===== src/rtl/cordic_sched.sv =====
// cordic_sched: round-robin scheduler sharing one cordic pipeline between
// NUM_REQ requesters. Keeps cordic_start high while any op is in flight so the
// start-qualified stages stay aligned with the free-running reciprocal delay
// line. Results are registered and tagged with the requester id.
// Optional: define CORDIC_SCHED_PERF_EN to add perf_ops/perf_bubbles counters.
module cordic_sched #(
    parameter int NUM_REQ    = 4,
    parameter int DATA_WIDTH = 16,
    parameter int LATENCY    = 6,
    parameter int ID_W       = $clog2(NUM_REQ)
) (
    input  logic                             clk,
    input  logic                             rst,
    input  logic [NUM_REQ-1:0]               req_valid,
    output logic [NUM_REQ-1:0]               req_ready,
    input  logic [3*NUM_REQ-1:0]             req_mode,
    input  logic [4*NUM_REQ-1:0]             req_shift,
    input  logic [2*DATA_WIDTH*NUM_REQ-1:0]  req_opa,
    input  logic [2*DATA_WIDTH*NUM_REQ-1:0]  req_opb,
    output logic                             cordic_start,
    output logic [2:0]                       cordic_mode,
    output logic [3:0]                       cordic_shift,
    output logic [2*DATA_WIDTH-1:0]          cordic_opa,
    output logic [2*DATA_WIDTH-1:0]          cordic_opb,
    input  logic [2*DATA_WIDTH-1:0]          cordic_data,
    output logic                             rsp_valid,
    output logic [ID_W-1:0]                  rsp_id,
    output logic [2*DATA_WIDTH-1:0]          rsp_data
`ifdef CORDIC_SCHED_PERF_EN
    ,
    output logic [31:0]                      perf_ops,
    output logic [31:0]                      perf_bubbles
`endif
);

    localparam int W2 = 2 * DATA_WIDTH;

    logic [ID_W-1:0] rr_ptr;
    logic [ID_W-1:0] ptr_next;
    logic [ID_W-1:0] cand;
    logic [ID_W-1:0] grant;
    logic            found;
    logic            issue;
    logic [LATENCY:1] occ;
    logic [ID_W-1:0] id_pipe [1:LATENCY];

    // Round-robin search starting at rr_ptr; first valid requester wins.
    always_comb begin
        found = 1'b0;
        grant = '0;
        cand  = '0;
        for (int unsigned i = 0; i < NUM_REQ; i++) begin
            cand = ID_W'((int'(rr_ptr) + int'(i)) % NUM_REQ);
            if (!found && req_valid[cand]) begin
                found = 1'b1;
                grant = cand;
            end
        end
        issue     = found & ~rst;
        req_ready = issue ? (NUM_REQ'(1) << grant) : '0;
        ptr_next  = (grant == ID_W'(NUM_REQ - 1)) ? '0 : grant + 1'b1;
    end

    // Start covers the issue plus every op not yet at the last stage.
    always_comb begin
        cordic_start = issue | ((|occ[LATENCY-1:1]) & ~rst);
    end

    // Operand mux: granted slice on issue, zeros on bubbles and when idle.
    always_comb begin
        cordic_mode  = '0;
        cordic_shift = '0;
        cordic_opa   = '0;
        cordic_opb   = '0;
        for (int unsigned i = 0; i < NUM_REQ; i++) begin
            if (issue && grant == ID_W'(i)) begin
                cordic_mode  = req_mode[3*i +: 3];
                cordic_shift = req_shift[4*i +: 4];
                cordic_opa   = req_opa[W2*i +: W2];
                cordic_opb   = req_opb[W2*i +: W2];
            end
        end
    end

    // Pointer, occupancy/id tracker and result capture.
    always_ff @(posedge clk) begin
        if (rst) begin
            rr_ptr    <= '0;
            occ       <= '0;
            rsp_valid <= 1'b0;
            rsp_id    <= '0;
            rsp_data  <= '0;
            for (int unsigned k = 1; k <= LATENCY; k++) begin
                id_pipe[k] <= '0;
            end
        end else begin
            if (issue) begin
                rr_ptr <= ptr_next;
            end
            if (cordic_start) begin
                occ[1]     <= issue;
                id_pipe[1] <= grant;
                for (int unsigned k = 1; k < LATENCY; k++) begin
                    occ[k+1]     <= occ[k];
                    id_pipe[k+1] <= id_pipe[k];
                end
            end else begin
                // Only the last stage can be occupied here; it drains on capture.
                occ[LATENCY] <= 1'b0;
            end
            rsp_valid <= occ[LATENCY];
            if (occ[LATENCY]) begin
                rsp_data <= cordic_data;
                rsp_id   <= id_pipe[LATENCY];
            end
        end
    end

`ifdef CORDIC_SCHED_PERF_EN
    // Saturating counters of issues and bubble cycles.
    always_ff @(posedge clk) begin
        if (rst) begin
            perf_ops     <= '0;
            perf_bubbles <= '0;
        end else begin
            if (issue && perf_ops != '1) begin
                perf_ops <= perf_ops + 32'd1;
            end
            if (cordic_start && !issue && perf_bubbles != '1) begin
                perf_bubbles <= perf_bubbles + 32'd1;
            end
        end
    end
`endif

endmodule

===== config.mk =====
export PLATFORM = sky130hd
export DESIGN_NAME = cordic_sched
export DESIGN_NICKNAME = d
export VERILOG_FILES = /design/src/rtl/cordic_sched.sv
export SDC_FILE = /design/constraint.sdc
export NUM_CORES = 1
export LEC_CHECK = 0
export CAP_MARGIN = 30
export CORE_AREA = 3 3 169 171
export DETAILED_ROUTE_END_ITERATION = 16
export DIE_AREA = 0 0 172 174
export GPL_ROUTABILITY_DRIVEN = 0
export PLACE_DENSITY_LB_ADDON = 0.2
export SLEW_MARGIN = 20
export SYNTH_ARGS = -nofsm -noshare
export SYNTH_HDL_FRONTEND = slang
export SYNTH_SLANG_ARGS = --single-unit
export TNS_END_PERCENT = 10

===== constraint.sdc =====
create_clock -name clk -period 3.3 [get_ports clk]
set_input_delay 0.33 -clock clk [delete_from_list [all_inputs] [get_ports clk]]
set_output_delay 0.33 -clock clk [all_outputs]
set_load 0.01 [all_outputs]

# --- Word level (Yosys, flattened, before mapping) ---
# Memories as Yosys holds them, arrays and structs flattened. A register that Yosys moved wholly into a read port is not among the register bits.
# Cells that the tools add are included.
op_classes:
  eq_ne: 3
  shift: 1
  n_bitwise: 11
  mul: 0
  order_cmp: 4
  mux: 45
  n_div: 0
  n_reduce_logical: 13
  n_addsub: 4
ops:
  columns: ["operator", "count"]
  rows:
  - ["2-to-1 mux 32 bit", 8]
  - ["2-to-1 mux 2 bit", 11]
  - ["2-to-1 mux 4 bit", 5]
  - ["2-to-1 mux 1 bit", 13]
  - ["less-than comparator 2 x 3 -> 1 bit (second input constant)", 4]
  - ["2-to-1 mux 3 bit", 4]
  - ["binary-select mux 1 bit (select 2 bit)", 4]
  - ["logical AND 1 bit", 7]
  - ["OR 1 bit", 7]
  - ["OR reduction 5 bit", 1]
  - ["adder 2 x 1 -> 2 bit (second input constant)", 2]
  - ["adder 2 bit (second input constant)", 2]
  - ["equality test 2 bit (second input constant)", 2]
  - ["<< shifter 1 x 2 -> 4 bit (first input constant)", 1]
  - ["zero test 1 bit", 3]
  - ["bitwise AND 1 bit", 2]
  - ["equality test 2 x 1 -> 1 bit (second input constant)", 1]
  - ["zero test 2 bit", 1]
  - ["NOT 1 bit", 2]
  - ["OR reduction 2 bit", 1]
totals:
  register_bits: 41
  rom_bits: 0
  n_memories: 1
  mem_bits_rw: 12
  output_inout_bits: 111
  latchBits: 0
  wordCells: 87
  inputBits: 322
memory_table:
  columns: ["name", "words", "width", "read_ports", "rd_ports_with_merged_regs", "write_ports", "line_no", "source"]
  rows:
  - ["id_pipe", 6, 2, 6, 1, 6, "45", "logic [ID_W-1:0] id_pipe [1:LATENCY];"]

# --- Depth between registers and ports, before layout ---
# Gate-level depths: netlist of the first run.
logic_depth:
  word_depth: 18
  ltp_mapped: 10
  ltp_nobuf: 7

# --- Worst setup path after synthesis of the first run ---
# No wires, ideal clock.
synth_timing:
  path_kind: "register -> output"
  from: "register rr_ptr[1]"
  to: "output port cordic_opa[27]"
  required_time_ns: 2.970
  path_stages_with_launch: 11
  arrival_ns: 2.437
  path_slack_ns: 0.533
  path_buffers: 4
  path_cell_list: "dfxtp_1 > clkbuf_1 > mux2i_1 > nor2_1 > or3_1 > ha_1 > buf_6 > buf_2 > clkbuf_1 > a221o_1 > a21oi_1"
synth_via:
  elab_chain_cells: 18
  word_cells_on_any_way: 38
  cone_classes: "add/sub (3); eq/ne (3); mux (20); bitwise (1); reduce/logical (11)"
synth_rtl:
  columns: ["element", "line_no", "source"]
  rows:
  - ["start, declared", "38", "logic [ID_W-1:0] rr_ptr;"]
  - ["start signal, assigned", "98", "rr_ptr <= ptr_next;"]
  - ["parallel branches: the longest is 17 deep, another holds adder 2 x 1 -> 2 bit", null, null]
  - ["2-to-1 mux 32 bit *", "76", "if (issue && grant == ID_W'(i)) begin"]
  - ["end, declared", "23", "output logic [2*DATA_WIDTH-1:0] cordic_opa,"]
# Every way passes the cells marked *. The select of a mux whose other input is x is not followed.

# --- Worst setup path in the final report of the first run ---
layout_timing:
  from: "input port req_valid[2]"
  to: "output port cordic_opa[12]"
layout_via:
  elab_chain_cells: 18
  word_cells_on_any_way: 35
  cone_classes: "eq/ne (3); mux (20); bitwise (1); reduce/logical (11)"
layout_rtl:
  columns: ["element", "line_no", "source"]
  rows:
  - ["start, declared", "14", "input logic [NUM_REQ-1:0] req_valid,"]
  - ["binary-select mux 1 bit (select 2 bit)", "54", "if (!found && req_valid[cand]) begin"]
  - ["2-to-1 mux 1 bit (not written as such)", "54", null]
  - ["2-to-1 mux 1 bit", "54", null]
  - ["zero test 1 bit", "54", null]
  - ["logical AND 1 bit", "54", null]
  - ["2-to-1 mux 1 bit", "54", null]
  - ["zero test 1 bit", "54", null]
  - ["logical AND 1 bit", "54", null]
  - ["2-to-1 mux 1 bit", "54", null]
  - ["zero test 1 bit", "54", null]
  - ["logical AND 1 bit", "54", null]
  - ["2-to-1 mux 1 bit or 2-to-1 mux 2 bit (tied branches)", "54", null]
  - ["bitwise AND 1 bit or zero test 2 bit (tied branches)", "59, 76", null]
  - ["logical AND 1 bit", "76", null]
  - ["2-to-1 mux 32 bit (3 in series)", "76", null]
  - ["2-to-1 mux 32 bit *", "76", null]
# Every way passes the cells marked *; elsewhere a longest branch is shown, timed or not. The select of a mux whose other input is x is not followed.

==> impl_metrics.json, run 1 <==
{
  "status": "complete, no violations",
  "cp-start-kind": "input port",
  "yosys_warnings": 0,
  "synth-edff-count": 12,
  "hp-start": "occ[5]$_SDFFE_PP0N_",
  "cts_tree": "built",
  "synth_top_area_share_pct": 16.41,
  "dp_hpwl_um": 23110,
  "ys_types": 35,
  "fmax_ghz": 0.3179,
  "netlist_instances": 673,
  "yosysMostFrequentCell": "a21oi_1",
  "p_leak_uw": 0.004051,
  "die_y_um": 174,
  "tns_ps": 0,
  "start_util_pct": 19.41,
  "syn-mean-instance-area_sq_um": 7.794,
  "wirelength_um": 28480,
  "die_width_um": 172,
  "setup_viol": 0,
  "synth_seq_area_share_pct": 23.28,
  "crit_path_end_kind": "output port",
  "portBuffers": 432,
  "grt_start_max_net_pins": 51,
  "drc": 0,
  "critPathKind": "in -> out",
  "core_area_sq_mm": 0.02703,
  "pre_cts_slack_ps": -238.1,
  "clk_latency_ps": 290,
  "setup_ws_ps": 154.6,
  "fin_skew_ps": 6.921,
  "ant_nets": 0,
  "cts_max_level": 2,
  "ioPinCount": 433,
  "vdd_drop_max_v": 0.0001686,
  "ys_ff_latch": 55,
  "ys_top_cells_by_count": "87 x a21oi_1, 72 x inv_1, 72 x nand2_1, 71 x a221o_1, 71 x nand3b_1",
  "grtUsageTotal_pct": 17.90,
  "finalCritPeriodShare_pct": 95.32,
  "reg2reg_setup_slack_ps": 1630,
  "fin_util_pct": 38.18,
  "rsz0062_at_grt": "no",
  "syn_area_sq_mm": 0.005245,
  "vias": 6574,
  "min_to": "occ[6]$_SDFF_PN0_",
  "antenna_found_initial": 7,
  "clk_path_buf_depth": 2,
  "yosys.area.top_type": "dfxtp_1",
  "grt_pass1_wl_um": 41030,
  "max_stage_delay_ps": 450,
  "r2r-end": "rr_ptr[1]$_SDFFE_PP0P_",
  "cts.sink_count": 55,
  "final_nets": 1428,
  "synth-main-ff-cell": "dfxtp_1",
  "relSlewSlack_pct": 51.87,
  "p_per_area_mw_per_mm2": 338.2,
  "hold_slack_ps": 458.3,
  "routedWlPerCell_um": 19.64,
  "numCtsBuffers": 5,
  "crit-reg2reg-launch": "rr_ptr[1]$_SDFFE_PP0P_",
  "cp.required_ps": 2970,
  "min_period_ps": 3145,
  "hold_class": "reg -> reg",
  "cpMaxStageDelayCell": "clkdlybuf4s50_1",
  "via_per_inst": 4.534,
  "worstMarginPinSlew_ps": 722.0,
  "fp-row-count": 60,
  "drive_above_1_share_pct": 13.06,
  "r2r.worst_path.cells": 8,
  "synth_area_leaders": "dfxtp_1 16%, a221o_1 14%, nand3b_1 10%, a21oi_2 9.9%, a21oi_1 8.3%",
  "die_area_sq_mm": 0.02993,
  "synth.net_count": 999,
  "drt_pre_antenna_iters": 4,
  "drtIter0Drc": 292,
  "first_global_vias": 6628,
  "synthToLayoutAreaGrowth_pct": 96.71,
  "path_common_cell": "buf_4",
  "clkTransAtPathRegs_ps": 60,
  "cts-root-buf": "clkbuf_16",
  "worstPathCellList": "clkdlybuf4s50_1, mux2i_1, nor2_1, or3_4, ha_4, buf_4, buf_4, a221o_1, a21oi_2, dlygate4sd2_1",
  "path_max_fanout": 5,
  "hold_depth": 1,
  "final_hold_viol_count": 0,
  "cap_violations": 0,
  "critPathArrivalTime_ps": 2820,
  "grt-ovfl-total": 0,
  "async_flop_share_pct": 0,
  "drv_slew": 0
}
## how the worst max path moves through the flow
stage | to | startpoint | depth (start not counted) | slack [ps]
2_1_floorplan | cordic_opa[27] | rr_ptr[1]$_SDFFE_PP0P_ | 10 | 530
3_3_place_gp | cordic_opb[22] | req_valid[2] | 9 | -230
3_5_place_dp | cordic_opa[25] | req_valid[0] | 12 | -240
4_1_cts | cordic_mode[2] | req_valid[2] | 10 | -150
5_1_grt | cordic_opb[21] | req_valid[2] | 11 | 20
6_report | cordic_opa[12] | req_valid[2] | 10 | 150
## kinds of logic after synthesis
kind of cell,after synthesis,synth area share (%)
buf+inv,147,14.60
simple gates,208,21.66
flops,55,23.28
mux,36,6.870
compound gates,223,32.63
fa+ha+maj,4,0.9542
## critical path, delay by kind of cell
kind	cells	cell delay, ps
mux	1	150
simple gates	2	500
compound gates	2	580
fa+ha+maj	1	180
buf+inv	4	1070
## layout make-up
cell class | instances | area, sq um
diodes | 6 | 15.01
flip-flops and latches | 55 | 1224
well taps | 341 | 426.7
fillers | 2839 | 16710
repair buffers | 496 | 4901
multi-input cells | 471 | 3321
clock buffers | 8 | 156.4
inverters | 73 | 274.0
## sequential cells by signal, summed over array words and instances (netlist names)
signal and count:
rsp_data 32, id_pipe 12, occ 6, rr_ptr 2, rsp_id 2, rsp_valid 1
## stage by stage
stage | instances | power, uW | area, sq um
2_1_floorplan | 673 | 1909 | 5245
3_3_place_gp | 1432 | 3069 | 10170
3_5_place_dp | 1433 | 3063 | 10190
4_1_cts | 1444 | 3538 | 10300
5_1_grt | 1449 | 3725 | 10310
6_report | 1450 | 3490 | 10320
## repair_timing
item	CTS	global route
setup buffers	3	0
pin swaps	3	1
hold buffers	0	0
resized for setup	74	1
setup endpoints to repair	69	1
## cell usage in the layout, fill, tap and decap left out, types with 14 or more instances in the layout
cell type	Yosys	final
buf_4	1	51
clkdlybuf4s50_1	0	359
inv_1	72	72
nor2_1	37	37
dfxtp_1	43	41
a21oi_2	59	59
nand2_1	72	72
a221o_1	71	71
a21oi_1	87	87
mux2i_1	36	36
and2_1	14	14
dlygate4sd2_1	0	70
nand3b_1	71	71
## layer usage
metal / wire, um / global-route usage, % / share of wire (%)
met1: 11040 / 20.83 / 39
met2: 14590 / 31.92 / 51
met3: 2347 / 5.572 / 8.2
met4: 488 / 4.025 / 1.7
met5: 21 / 0 / 0.074
## power by group
group	leakage, uW	total [uW]	internal, uW	switching, uW
sequential	0.000494	715	704	10.3
combinational	0.00348	2230	1200	1020
clock	0.0000772	549	323	225
(Power assumes the default switching activity.)
==> run 2, diff against run 1 <==
- CORE_AREA: 3 3 169 171 -> 2 2 168 170
- DIE_AREA: 0 0 172 174 -> 0 0 170 172
==> impl_metrics.json, run 2 (synthesis results as in run 1) <==
{
  "fillers": 2850,
  "ioPinCount": 433,
  "status": "finished, violations left",
  "path_max_fanout": 31,
  "cp-start-kind": "flop",
  "final_cell_mix": "372 x clkdlybuf4s50_1, 85 x a21oi_1, 72 x nand2_1, 72 x inv_1",
  "r2r-end": "rr_ptr[1]$_SDFFE_PP0P_",
  "drv_slew": 0,
  "drive_above_1_share_pct": 15.00,
  "r2r.worst_path.cells": 8,
  "grtUsageTotal_pct": 17.28,
  "final_common_cell": "clkdlybuf4s50_1",
  "crit_path_end_kind": "output port",
  "finalCritPeriodShare_pct": 100.7,
  "first_global_vias": 6621,
  "setup_viol": 3,
  "critPathKind": "reg -> out",
  "ant_nets": 0,
  "final_hold_viol_count": 0,
  "start_util_pct": 19.09,
  "vias": 6645,
  "startpoint": "rr_ptr[1]$_SDFFE_PP0P_",
  "use_met1_pct": 20.06,
  "relSlewSlack_pct": 55.83,
  "failed_checks": "negative setup slack",
  "die_y_um": 172,
  "clk_latency_ps": 290,
  "clk_path_buf_depth": 2,
  "worstSetupEndpoint": "cordic_opb[10]",
  "p_per_area_mw_per_mm2": 340.0,
  "fin_cells": 1470,
  "routedWlPerCell_um": 18.57,
  "multi_input_area_sq_mm": 0.003349,
  "dp_hpwl_um": 22280,
  "top_regs": "rsp_data (32), id_pipe (12), occ (6)",
  "fmax_ghz": 0.3010,
  "gr-usage-met3_pct": 5.516,
  "cp.required_ps": 2970,
  "die_area_sq_mm": 0.02924,
  "placedCellCount": 1455,
  "cts_tree": "built",
  "fp-row-count": 61,
  "clkTransAtPathRegs_ps": 60,
  "cts.sink_count": 55,
  "die_width_um": 170,
  "fin_skew_ps": 7.026,
  "rsz0062_at_grt": "yes",
  "crit-reg2reg-launch": "rr_ptr[0]$_SDFFE_PP0P_",
  "drc": 0,
  "wirelength_um": 27300,
  "core_area_sq_mm": 0.02748,
  "numCtsBuffers": 5,
  "setup_ws_ps": -22.67,
  "pre_cts_slack_ps": -280.2,
  "grt_start_max_net_pins": 59,
  "seq_area_sq_mm": 0.001224,
  "critPathArrivalTime_ps": 2990,
  "cts_max_level": 2,
  "cap_violations": 0,
  "ctsHoldBuffers": 0,
  "grt-ovfl-total": 0,
  "hold_class": "reg -> reg",
  "portBuffers": 432,
  "largest_register_ffs": 32,
  "cts-root-buf": "clkbuf_16",
  "via_per_inst": 4.520,
  "grtUsageMet2_pct": 31.06,
  "reg2reg_setup_slack_ps": 1600,
  "top_register": "rsp_data",
  "final_nets": 1445,
  "synthToLayoutAreaGrowth_pct": 101.2,
  "min_period_ps": 3323,
  "antenna_found_initial": 4,
  "p_leak_uw": 0.004169,
  "drtIter0Drc": 297,
  "vdd_drop_max_v": 0.0001847,
  "worstMarginPinSlew_ps": 659.1,
  "grt_pass1_wl_um": 38870,
  "drt_pre_antenna_iters": 5,
  "grt-busiest-layer": "met2"
}
run 2: cell types whose count changed in the layout (fill, tap and decap cells not counted), sizes merged:
cell	before	now
diode	6	4
dlygate4sd2	70	46
inv	73	74
clkbuf	8	11
dlymetal6s2s	1	8
buf	66	82
clkdlybuf4s15	0	1
clkdlybuf4s50	359	372
run 2: cell type report:
class                           count  share of cell area [%]
Antenna cell                        4                 0.09483
Clock buffer                        7                   1.458
Clock inverter                      1                 0.05927
Inverter                           73                   2.596
Multi-Input combinational cell    471                   31.73
Sequential cell                    55                   11.59
Tap cell                          346                   4.101
Timing Repair Buffer              513                   48.36
run 2: worst max-delay path, cell delays in order (launching register included):
cell and delay, ps:
dfxtp_2 380, mux2i_1 240, nor2_2 90, or3_4 410, ha_4 180, buf_12 150
buf_12 160, a221o_1 380, a21oi_2 140, clkdlybuf4s50_1 560
run 2: through the flow:
step	util, %	area, sq um	power (uW)	setup TNS [ps]	hold slack (ps)
floorplan	-	5245	1909	0	438.8
global placement	37.64	10340	3112	-14900	447.4
detailed placement	37.71	10360	3105	-14580	455.2
CTS	38.22	10500	3624	-2997	461.0
global route	38.42	10560	3835	-1434	477.7
finish	38.42	10560	3588	-32.47	459.9
run 2: how the worst min path moves through the flow:
| stage | startpoint | end | slack, ps | cells past startpoint |
|---|---|---|---|---|
| after floorplan | occ[4]$_SDFFE_PP0N_ | occ[5]$_SDFFE_PP0N_ | 440 | 1 |
| after global placement | occ[5]$_SDFFE_PP0N_ | occ[6]$_SDFF_PN0_ | 450 | 1 |
| after detailed placement | occ[4]$_SDFFE_PP0N_ | occ[5]$_SDFFE_PP0N_ | 460 | 1 |
| after CTS | occ[5]$_SDFFE_PP0N_ | occ[6]$_SDFF_PN0_ | 460 | 1 |
| after global routing | occ[5]$_SDFFE_PP0N_ | occ[6]$_SDFF_PN0_ | 480 | 1 |
| final | occ[5]$_SDFFE_PP0N_ | occ[6]$_SDFF_PN0_ | 460 | 1 |
run 2: timing repair:
item | in CTS | in global routing
endpoints found under the setup margin | 71 | 35
gates cloned | 0 | 0
resized for setup | 55 | 24
pin swaps | 1 | 1
buffers inserted | 2 | 1
run 2: report_power, final:
part | internal [uW] | total, uW | switching (uW)
Combinational | 1290 | 2310 | 1020
Clock | 329 | 562 | 233
Sequential | 704 | 714 | 9.85
Total | 2320 | 3590 | 1260
run 2: metal layers:
layer / up-vias / share of wire [%]
li1: 3281 / -
met5: - / 0
met2: 274 / 51
met4: 0 / 2.1
met1: 3064 / 39
met3: 26 / 8.2
